$ cat src/rtl/hazard_forward_ctrl_if.sv
// Signal bundle between the 5-stage pipeline and the forwarding/hazard unit.
// The pipeline side uses master; the control unit uses slave.
interface hazard_forward_ctrl_if #(
  parameter int RA_W = 5
);
  logic [RA_W-1:0] id_rs;
  logic [RA_W-1:0] id_rt;
  logic            id_is_mc;
  logic [RA_W-1:0] ex_rs;
  logic [RA_W-1:0] ex_rt;
  logic [RA_W-1:0] id_ex_wnum;
  logic            id_ex_wen;
  logic            id_ex_is_load;
  logic            mc_issue;
  logic [RA_W-1:0] mc_dst;
  logic [RA_W-1:0] ex_mem_wnum;
  logic [RA_W-1:0] mem_wb_wnum;
  logic            ex_mem_wen;
  logic            mem_wb_wen;
  logic [RA_W-1:0] mem_rt;
  logic            halt_in;

  logic [1:0]      fa;
  logic [1:0]      fb;
  logic            fa_id;
  logic            fb_id;
  logic            f_mem;
  logic            stall_if;
  logic            stall_id;
  logic            flush_ex;
  logic            mc_busy;
  logic            mc_wb_valid;
  logic [RA_W-1:0] mc_wb_num;
  logic            halted;

  modport master (
    output id_rs, id_rt, id_is_mc, ex_rs, ex_rt, id_ex_wnum, id_ex_wen,
           id_ex_is_load, mc_issue, mc_dst, ex_mem_wnum, mem_wb_wnum,
           ex_mem_wen, mem_wb_wen, mem_rt, halt_in,
    input  fa, fb, fa_id, fb_id, f_mem, stall_if, stall_id, flush_ex,
           mc_busy, mc_wb_valid, mc_wb_num, halted
  );

  modport slave (
    input  id_rs, id_rt, id_is_mc, ex_rs, ex_rt, id_ex_wnum, id_ex_wen,
           id_ex_is_load, mc_issue, mc_dst, ex_mem_wnum, mem_wb_wnum,
           ex_mem_wen, mem_wb_wen, mem_rt, halt_in,
    output fa, fb, fa_id, fb_id, f_mem, stall_if, stall_id, flush_ex,
           mc_busy, mc_wb_valid, mc_wb_num, halted
  );
endinterface

$ cat src/rtl/hazard_forward_ctrl.sv
// Forwarding mux selects, load-use / multi-cycle stall generation, a
// single-entry MUL/DIV scoreboard and a halt-drain sequencer.
module hazard_forward_ctrl #(
  parameter int RA_W   = 5,
  parameter int MC_LAT = 4,
  parameter int CNT_W  = 3
) (
  input  logic                 clk,
  input  logic                 rst_n,
  hazard_forward_ctrl_if.slave bus
);

  localparam int              NREG     = 2 ** RA_W;
  localparam logic [CNT_W-1:0] CNT_INIT = CNT_W'(MC_LAT - 1);

  typedef enum logic [1:0] {
    S_RUN,
    S_DRAIN,
    S_HALT
  } state_t;

  function automatic logic hit(input logic [RA_W-1:0] src,
                               input logic [RA_W-1:0] prod,
                               input logic            en);
    return en && (src == prod) && (prod != '0);
  endfunction

  function automatic logic [1:0] fwd_sel(input logic [RA_W-1:0] src,
                                         input logic [RA_W-1:0] em_n,
                                         input logic            em_en,
                                         input logic [RA_W-1:0] mw_n,
                                         input logic            mw_en,
                                         input logic [RA_W-1:0] mc_n,
                                         input logic            mc_en);
    if (hit(src, em_n, em_en))      return 2'd0;
    else if (hit(src, mw_n, mw_en)) return 2'd1;
    else if (hit(src, mc_n, mc_en)) return 2'd3;
    else                            return 2'd2;
  endfunction

  logic [NREG-1:0]  pending_q, pending_d;
  logic [CNT_W-1:0] cnt_q, cnt_d;
  logic             busy_q, busy_d;
  logic [RA_W-1:0]  dst_q, dst_d;
  state_t           state_q, state_d;
  logic [1:0]       dcnt_q, dcnt_d;

  logic wb_valid;
  logic rs_pend;
  logic rt_pend;
  logic load_use;
  logic mc_haz;
  logic halt_pend;
  logic stall;

  // A destination of r0 still occupies the unit but never writes back.
  assign wb_valid = busy_q && (cnt_q == '0) && (dst_q != '0);

  // The register being written back this cycle is covered by fa/fb = 3.
  assign rs_pend = pending_q[bus.id_rs] && (bus.id_rs != '0) &&
                   !(wb_valid && (dst_q == bus.id_rs));
  assign rt_pend = pending_q[bus.id_rt] && (bus.id_rt != '0) &&
                   !(wb_valid && (dst_q == bus.id_rt));

  assign load_use = bus.id_ex_is_load && bus.id_ex_wen && (bus.id_ex_wnum != '0) &&
                    ((bus.id_ex_wnum == bus.id_rs) || (bus.id_ex_wnum == bus.id_rt));
  assign mc_haz    = rs_pend || rt_pend || (bus.id_is_mc && busy_q);
  assign halt_pend = (state_q != S_RUN);
  assign stall     = load_use || mc_haz || halt_pend;

  assign bus.fa = fwd_sel(bus.ex_rs, bus.ex_mem_wnum, bus.ex_mem_wen,
                          bus.mem_wb_wnum, bus.mem_wb_wen, dst_q, wb_valid);
  assign bus.fb = fwd_sel(bus.ex_rt, bus.ex_mem_wnum, bus.ex_mem_wen,
                          bus.mem_wb_wnum, bus.mem_wb_wen, dst_q, wb_valid);
  assign bus.fa_id = !hit(bus.id_rs, bus.mem_wb_wnum, bus.mem_wb_wen);
  assign bus.fb_id = !hit(bus.id_rt, bus.mem_wb_wnum, bus.mem_wb_wen);
  assign bus.f_mem = hit(bus.mem_rt, bus.mem_wb_wnum, bus.mem_wb_wen);

  assign bus.stall_if    = stall;
  assign bus.stall_id    = stall;
  assign bus.flush_ex    = stall;
  assign bus.mc_busy     = busy_q;
  assign bus.mc_wb_valid = wb_valid;
  assign bus.mc_wb_num   = dst_q;
  assign bus.halted      = (state_q == S_HALT);

  // Scoreboard: one op in flight, issue accepted only while idle.
  always_comb begin
    pending_d = pending_q;
    cnt_d     = cnt_q;
    busy_d    = busy_q;
    dst_d     = dst_q;
    if (busy_q) begin
      if (cnt_q == '0) begin
        busy_d = 1'b0;
        if (dst_q != '0) pending_d[dst_q] = 1'b0;
      end else begin
        cnt_d = cnt_q - 1'b1;
      end
    end else if (bus.mc_issue) begin
      busy_d = 1'b1;
      cnt_d  = CNT_INIT;
      dst_d  = bus.mc_dst;
      if (bus.mc_dst != '0) pending_d[bus.mc_dst] = 1'b1;
    end
  end

  // Halt sequencer: drain needs three empty cycles behind the HALT and an idle MC unit.
  always_comb begin
    state_d = state_q;
    dcnt_d  = dcnt_q;
    unique case (state_q)
      S_RUN: begin
        if (bus.halt_in && !(load_use || mc_haz)) begin
          state_d = S_DRAIN;
          dcnt_d  = 2'd0;
        end
      end
      S_DRAIN: begin
        if (dcnt_q != 2'd2) dcnt_d = dcnt_q + 2'd1;
        if ((dcnt_q == 2'd2) && !busy_q) state_d = S_HALT;
      end
      S_HALT:  state_d = S_HALT;
      default: state_d = S_RUN;
    endcase
  end

  always_ff @(posedge clk or negedge rst_n) begin
    if (!rst_n) begin
      pending_q <= '0;
      cnt_q     <= '0;
      busy_q    <= 1'b0;
      dst_q     <= '0;
      state_q   <= S_RUN;
      dcnt_q    <= 2'd0;
    end else begin
      pending_q <= pending_d;
      cnt_q     <= cnt_d;
      busy_q    <= busy_d;
      dst_q     <= dst_d;
      state_q   <= state_d;
      dcnt_q    <= dcnt_d;
    end
  end

endmodule

$ cat src/flat_wrapper.sv
// flat-port wrapper written by rule: the top's interface ports become plain ports
module hazard_forward_ctrl_flat 
#(
  parameter int RA_W   = 5,
  parameter int MC_LAT = 4,
  parameter int CNT_W  = 3
)
  (clk, rst_n, bus_id_rs, bus_id_rt, bus_id_is_mc, bus_ex_rs, bus_ex_rt, bus_id_ex_wnum, bus_id_ex_wen, bus_id_ex_is_load, bus_mc_issue, bus_mc_dst, bus_ex_mem_wnum, bus_mem_wb_wnum, bus_ex_mem_wen, bus_mem_wb_wen, bus_mem_rt, bus_halt_in, bus_fa, bus_fb, bus_fa_id, bus_fb_id, bus_f_mem, bus_stall_if, bus_stall_id, bus_flush_ex, bus_mc_busy, bus_mc_wb_valid, bus_mc_wb_num, bus_halted);
  hazard_forward_ctrl_if #(.RA_W(RA_W)) bus_i ();
  input  logic clk;
  input  logic rst_n;
  input wire logic [$bits(bus_i.id_rs)-1:0] bus_id_rs;
  input wire logic [$bits(bus_i.id_rt)-1:0] bus_id_rt;
  input wire logic [$bits(bus_i.id_is_mc)-1:0] bus_id_is_mc;
  input wire logic [$bits(bus_i.ex_rs)-1:0] bus_ex_rs;
  input wire logic [$bits(bus_i.ex_rt)-1:0] bus_ex_rt;
  input wire logic [$bits(bus_i.id_ex_wnum)-1:0] bus_id_ex_wnum;
  input wire logic [$bits(bus_i.id_ex_wen)-1:0] bus_id_ex_wen;
  input wire logic [$bits(bus_i.id_ex_is_load)-1:0] bus_id_ex_is_load;
  input wire logic [$bits(bus_i.mc_issue)-1:0] bus_mc_issue;
  input wire logic [$bits(bus_i.mc_dst)-1:0] bus_mc_dst;
  input wire logic [$bits(bus_i.ex_mem_wnum)-1:0] bus_ex_mem_wnum;
  input wire logic [$bits(bus_i.mem_wb_wnum)-1:0] bus_mem_wb_wnum;
  input wire logic [$bits(bus_i.ex_mem_wen)-1:0] bus_ex_mem_wen;
  input wire logic [$bits(bus_i.mem_wb_wen)-1:0] bus_mem_wb_wen;
  input wire logic [$bits(bus_i.mem_rt)-1:0] bus_mem_rt;
  input wire logic [$bits(bus_i.halt_in)-1:0] bus_halt_in;
  output wire logic [$bits(bus_i.fa)-1:0] bus_fa;
  output wire logic [$bits(bus_i.fb)-1:0] bus_fb;
  output wire logic [$bits(bus_i.fa_id)-1:0] bus_fa_id;
  output wire logic [$bits(bus_i.fb_id)-1:0] bus_fb_id;
  output wire logic [$bits(bus_i.f_mem)-1:0] bus_f_mem;
  output wire logic [$bits(bus_i.stall_if)-1:0] bus_stall_if;
  output wire logic [$bits(bus_i.stall_id)-1:0] bus_stall_id;
  output wire logic [$bits(bus_i.flush_ex)-1:0] bus_flush_ex;
  output wire logic [$bits(bus_i.mc_busy)-1:0] bus_mc_busy;
  output wire logic [$bits(bus_i.mc_wb_valid)-1:0] bus_mc_wb_valid;
  output wire logic [$bits(bus_i.mc_wb_num)-1:0] bus_mc_wb_num;
  output wire logic [$bits(bus_i.halted)-1:0] bus_halted;
  assign bus_i.id_rs = bus_id_rs;
  assign bus_i.id_rt = bus_id_rt;
  assign bus_i.id_is_mc = bus_id_is_mc;
  assign bus_i.ex_rs = bus_ex_rs;
  assign bus_i.ex_rt = bus_ex_rt;
  assign bus_i.id_ex_wnum = bus_id_ex_wnum;
  assign bus_i.id_ex_wen = bus_id_ex_wen;
  assign bus_i.id_ex_is_load = bus_id_ex_is_load;
  assign bus_i.mc_issue = bus_mc_issue;
  assign bus_i.mc_dst = bus_mc_dst;
  assign bus_i.ex_mem_wnum = bus_ex_mem_wnum;
  assign bus_i.mem_wb_wnum = bus_mem_wb_wnum;
  assign bus_i.ex_mem_wen = bus_ex_mem_wen;
  assign bus_i.mem_wb_wen = bus_mem_wb_wen;
  assign bus_i.mem_rt = bus_mem_rt;
  assign bus_i.halt_in = bus_halt_in;
  assign bus_fa = bus_i.fa;
  assign bus_fb = bus_i.fb;
  assign bus_fa_id = bus_i.fa_id;
  assign bus_fb_id = bus_i.fb_id;
  assign bus_f_mem = bus_i.f_mem;
  assign bus_stall_if = bus_i.stall_if;
  assign bus_stall_id = bus_i.stall_id;
  assign bus_flush_ex = bus_i.flush_ex;
  assign bus_mc_busy = bus_i.mc_busy;
  assign bus_mc_wb_valid = bus_i.mc_wb_valid;
  assign bus_mc_wb_num = bus_i.mc_wb_num;
  assign bus_halted = bus_i.halted;
  hazard_forward_ctrl #(.RA_W(RA_W), .MC_LAT(MC_LAT), .CNT_W(CNT_W)) u_core (.clk(clk), .rst_n(rst_n), .bus(bus_i));
endmodule
$ cat config.mk
export PLATFORM = sky130hd
export DESIGN_NAME = hazard_forward_ctrl_flat
export DESIGN_NICKNAME = d
export VERILOG_FILES = /design/src/rtl/hazard_forward_ctrl_if.sv /design/src/rtl/hazard_forward_ctrl.sv /design/src/flat_wrapper.sv
export SDC_FILE = /design/constraint.sdc
export NUM_CORES = 1
export LEC_CHECK = 0
export BUFFER_PORTS_ARGS = -buffer_cell sky130_fd_sc_hd__buf_2
export CAP_MARGIN = 20
export CORE_UTILIZATION = 60
export CTS_CLUSTER_DIAMETER = 30
export CTS_CLUSTER_SIZE = 10
export DETAILED_ROUTE_END_ITERATION = 12
export GPL_ROUTABILITY_DRIVEN = 0
export PLACE_DENSITY = 0.86
export SLEW_MARGIN = 10
export SYNTH_ARGS = -nofsm -noshare
export SYNTH_HDL_FRONTEND = slang
export SYNTH_SLANG_ARGS = --single-unit
$ cat constraint.sdc
create_clock -name clk -period 3.9 [get_ports clk]
set_input_delay 0.195 -clock clk [delete_from_list [all_inputs] [get_ports clk]]
set_output_delay 0.195 -clock clk [all_outputs]
set_load 0.01 [all_outputs]
==> flow_metrics.env <==
export IMPL_timing_rr_start="u_core.bus.mc_wb_num[2]$_DFFE_PN0P_"
export IMPL_finalPower_mw=2.45
export IMPL_grt_use_total_pct=30.9
export IMPL_grt_start_max_net_pins=46
export IMPL_vias=3362
export IMPL_die_w_um=80.8
export IMPL_fin_crit_sh_pct=72.0
export IMPL_cts_tree="done"
export IMPL_wl_per_cell_um=18.9
export IMPL_cp_max_fo=14
export IMPL_synth_cells=394
export IMPL_post_cts_buffers=0
export IMPL_leakagePower_nw=1.58
export IMPL_synth_seq_area_share_pct=30.3
export IMPL_die_h_um=80.8
export IMPL_final_cells=518
export IMPL_io_buffers=71
export IMPL_synth_most_common_cell="dfrtp_1"
export IMPL_end_kind="output port"
export IMPL_viasPerCell=6.49
export IMPL_clkSlewWorstSetupHoldPaths_ns=0.09
export IMPL_hold_violations=0
export IMPL_holdPathEnd="u_core.pending_q[28]$_DFFE_PN0P_"
export IMPL_clock_latency_ns=0.30
export IMPL_synthArstFlopShare_pct=100
export IMPL_cap_viol_max_count=0
export IMPL_rr_worst_depth=5
export IMPL_fin_skew_ns=0.00922
export IMPL_rrSetupSlack_ns=1.33
export IMPL_cts_buffers=5
export IMPL_layout_drive_gt1_share_pct=25.7
export IMPL_postSynthAreaPerCell_sq_um=9.45
export IMPL_holdWs_ns=0.186
export IMPL_die_area_sq_um=6520
export IMPL_antenna_found_initial=0
export IMPL_synth_top_area_share_pct=30.3
export IMPL_r2r_end="u_core.pending_q[10]$_DFFE_PN0P_"
export IMPL_ys_seq_elements=45
export IMPL_setup_viol=0
export IMPL_power_density_nw_per_um2=588
export IMPL_syn_num_nets=455
export IMPL_worst_slew_pin_slew_ns=0.695
export IMPL_num_rows=28
export IMPL_cts_buffer_depth=2
export IMPL_synth_common_cells="dfrtp_1, xnor2_1, o21ai_0, o21ai_1, nand2_1"
export IMPL_grt_pass1_wl_um=15100
export IMPL_synth_area_sq_um=3720
export IMPL_fin_tns_setup_ns=0
export IMPL_slew_headroom_pct=53.7
export IMPL_dp_cells=508
export IMPL_drv_slew=0
export IMPL_crit_required_ns=3.70
export IMPL_yosysTopAreaCell="dfrtp_1"
export IMPL_gr_total_overflow=0
export IMPL_dp_hpwl_um=7220
export IMPL_synthTopCellsByArea="dfrtp_1, xnor2_1, mux4_2"
export IMPL_cts_sinks=45
export IMPL_synthFlopType="dfrtp_1"
export IMPL_first_pass_iters=5
export IMPL_peakVddDrop_v=0.000419
export IMPL_wirelength_um=9800
export IMPL_grt_pass1_vias=3190
export IMPL_hold_depth=2
export IMPL_min_from="bus_mc_dst[0]"
export IMPL_core_area_sq_um=5960
export IMPL_antennaDiodeCount=0
export IMPL_cts_root_buffer="clkbuf_8"
export IMPL_synth_distinct_cells=62
export IMPL_rsz0062_at_grt="no"
export IMPL_clockPowerShare_pct=16.9
export IMPL_synth_edf_count=0
export IMPL_sw_frac_of_total_pct=41.7
export IMPL_fin_util_pct=70.0
export IMPL_clock_fmax_mhz=356
export IMPL_critPathLaunchType="flop"
export IMPL_p_int_mw=1.43
export IMPL_worstSetupPathType="flop to output port"
export IMPL_worstPathArrival_ns=2.61
export IMPL_start_util_pct=62.5
export IMPL_ys_warn_count=0
export IMPL_ant_nets=0
export IMPL_hold_path_class="primary input to flop"
export IMPL_drc=0
export IMPL_comb_power_share_pct=45.1
export IMPL_outcome="complete, no violations"
export IMPL_finalCriticalPeriod_ns=2.81
export IMPL_switchingPower_mw=1.02
export IMPL_syn2layout_area_growth_pct=12.0
export IMPL_ios=72
export IMPL_seqPwrFrac_pct=37.9
export IMPL_first_iter_violations=214
export IMPL_h_tree_depth=2
export IMPL_layout_nets=503
state kept, by name (all words and copies together) (netlist names):
name,flops
u_core.pending_q,32
u_core.bus.mc_wb_num,5
u_core.cnt_q,3
u_core.dcnt_q,2
u_core.state_q,2
u_core.bus.mc_busy,1
power by group through the flow:
stage	clock, mW	sequential [mW]	combinational, mW
CTS	0.423	0.920	1.10
finish	0.415	0.930	1.11
global route	0.439	0.954	1.22
global placement	0	0.917	1.04
floorplan	0	0.777	0.932
detailed placement	0	0.930	1.09
how the worst max path moves through the flow:
stage,start,endpoint,slack (ns)
after global routing,u_core.bus.mc_busy$_DFF_PN0_,bus_flush_ex,0.92
after global placement,bus_id_rs[1],u_core.dcnt_q[0]$_DFFE_PN0P_,1.43
after detailed placement,bus_id_rs[1],u_core.dcnt_q[1]$_DFFE_PN0P_,1.38
final,u_core.bus.mc_wb_num[2]$_DFFE_PN0P_,bus_stall_if,1.09
after CTS,u_core.bus.mc_busy$_DFF_PN0_,bus_stall_if,1.10
after floorplan,u_core.cnt_q[0]$_DFFE_PN0P_,bus_stall_id,1.67
worst max-delay path: stages, from the launching register on:
cell	delay (ns)
dfrtp_1	0.72
or3_1	0.27
o311ai_2	0.16
o31ai_1	0.42
o22ai_2	0.16
a211oi_4	0.31
nand2_1	0.11
buf_2	0.15
per-layer routing:
| layer | track usage, % | vias up | part of all wire, % |
|---|---|---|---|
| li1 | - | 1519 | - |
| met1 | 37.6 | 1621 | 40 |
| met2 | 54.6 | 194 | 49 |
| met5 | 0 | - | 0 |
| met3 | 5.06 | 28 | 8.6 |
| met4 | 12.5 | 0 | 2.4 |
logic make-up (layout without fill, tap and decap cells):
family          after synthesis  count (layout)  share of synthesized area (%)
simple gates                105             105                           15.6
compound gates               98              98                           17.0
xor+xnor                     65              65                           15.3
flops                        45              45                           30.3
buf+inv                      45              94                           6.02
mux                          29              29                           13.4
fa+ha+maj                     7               7                           2.35
timing repair:
action,in CTS,in global routing
hold buffers,0,1
gates resized for setup,0,0
hold endpoints to repair,0,24
placed cells by master, fill, tap and decap left out, types with 12 or more instances in the layout:
master   Yosys  layout
o21ai_1     33      33
dfrtp_1     45      45
o21ai_0     33      33
nand3_1     19      19
xor2_1      27      27
inv_1       12      12
mux4_2      13      13
xnor2_1     38      38
buf_2        3      71
nand2_1     28      28
per-stage QoR:
step | setup WS (ns) | area [sq um]
6_report | 1.09 | 4170
5_1_grt | 0.918 | 4170
4_1_cts | 1.10 | 4130
3_5_place_dp | 1.38 | 4000
3_3_place_gp | 1.43 | 4000
2_1_floorplan | 1.67 | 3720
final cells by class:
type                            count  area [sq um]
Clock buffer                        5          68.8
Clock inverter                      3          65.1
Fill cell                         461          1790
Inverter                           13          48.8
Multi-Input combinational cell    304          2370
Sequential cell                    45          1130
Tap cell                           75          93.8
Timing Repair Buffer               73           393
No activity file was read; power rests on OpenSTA's default activity.
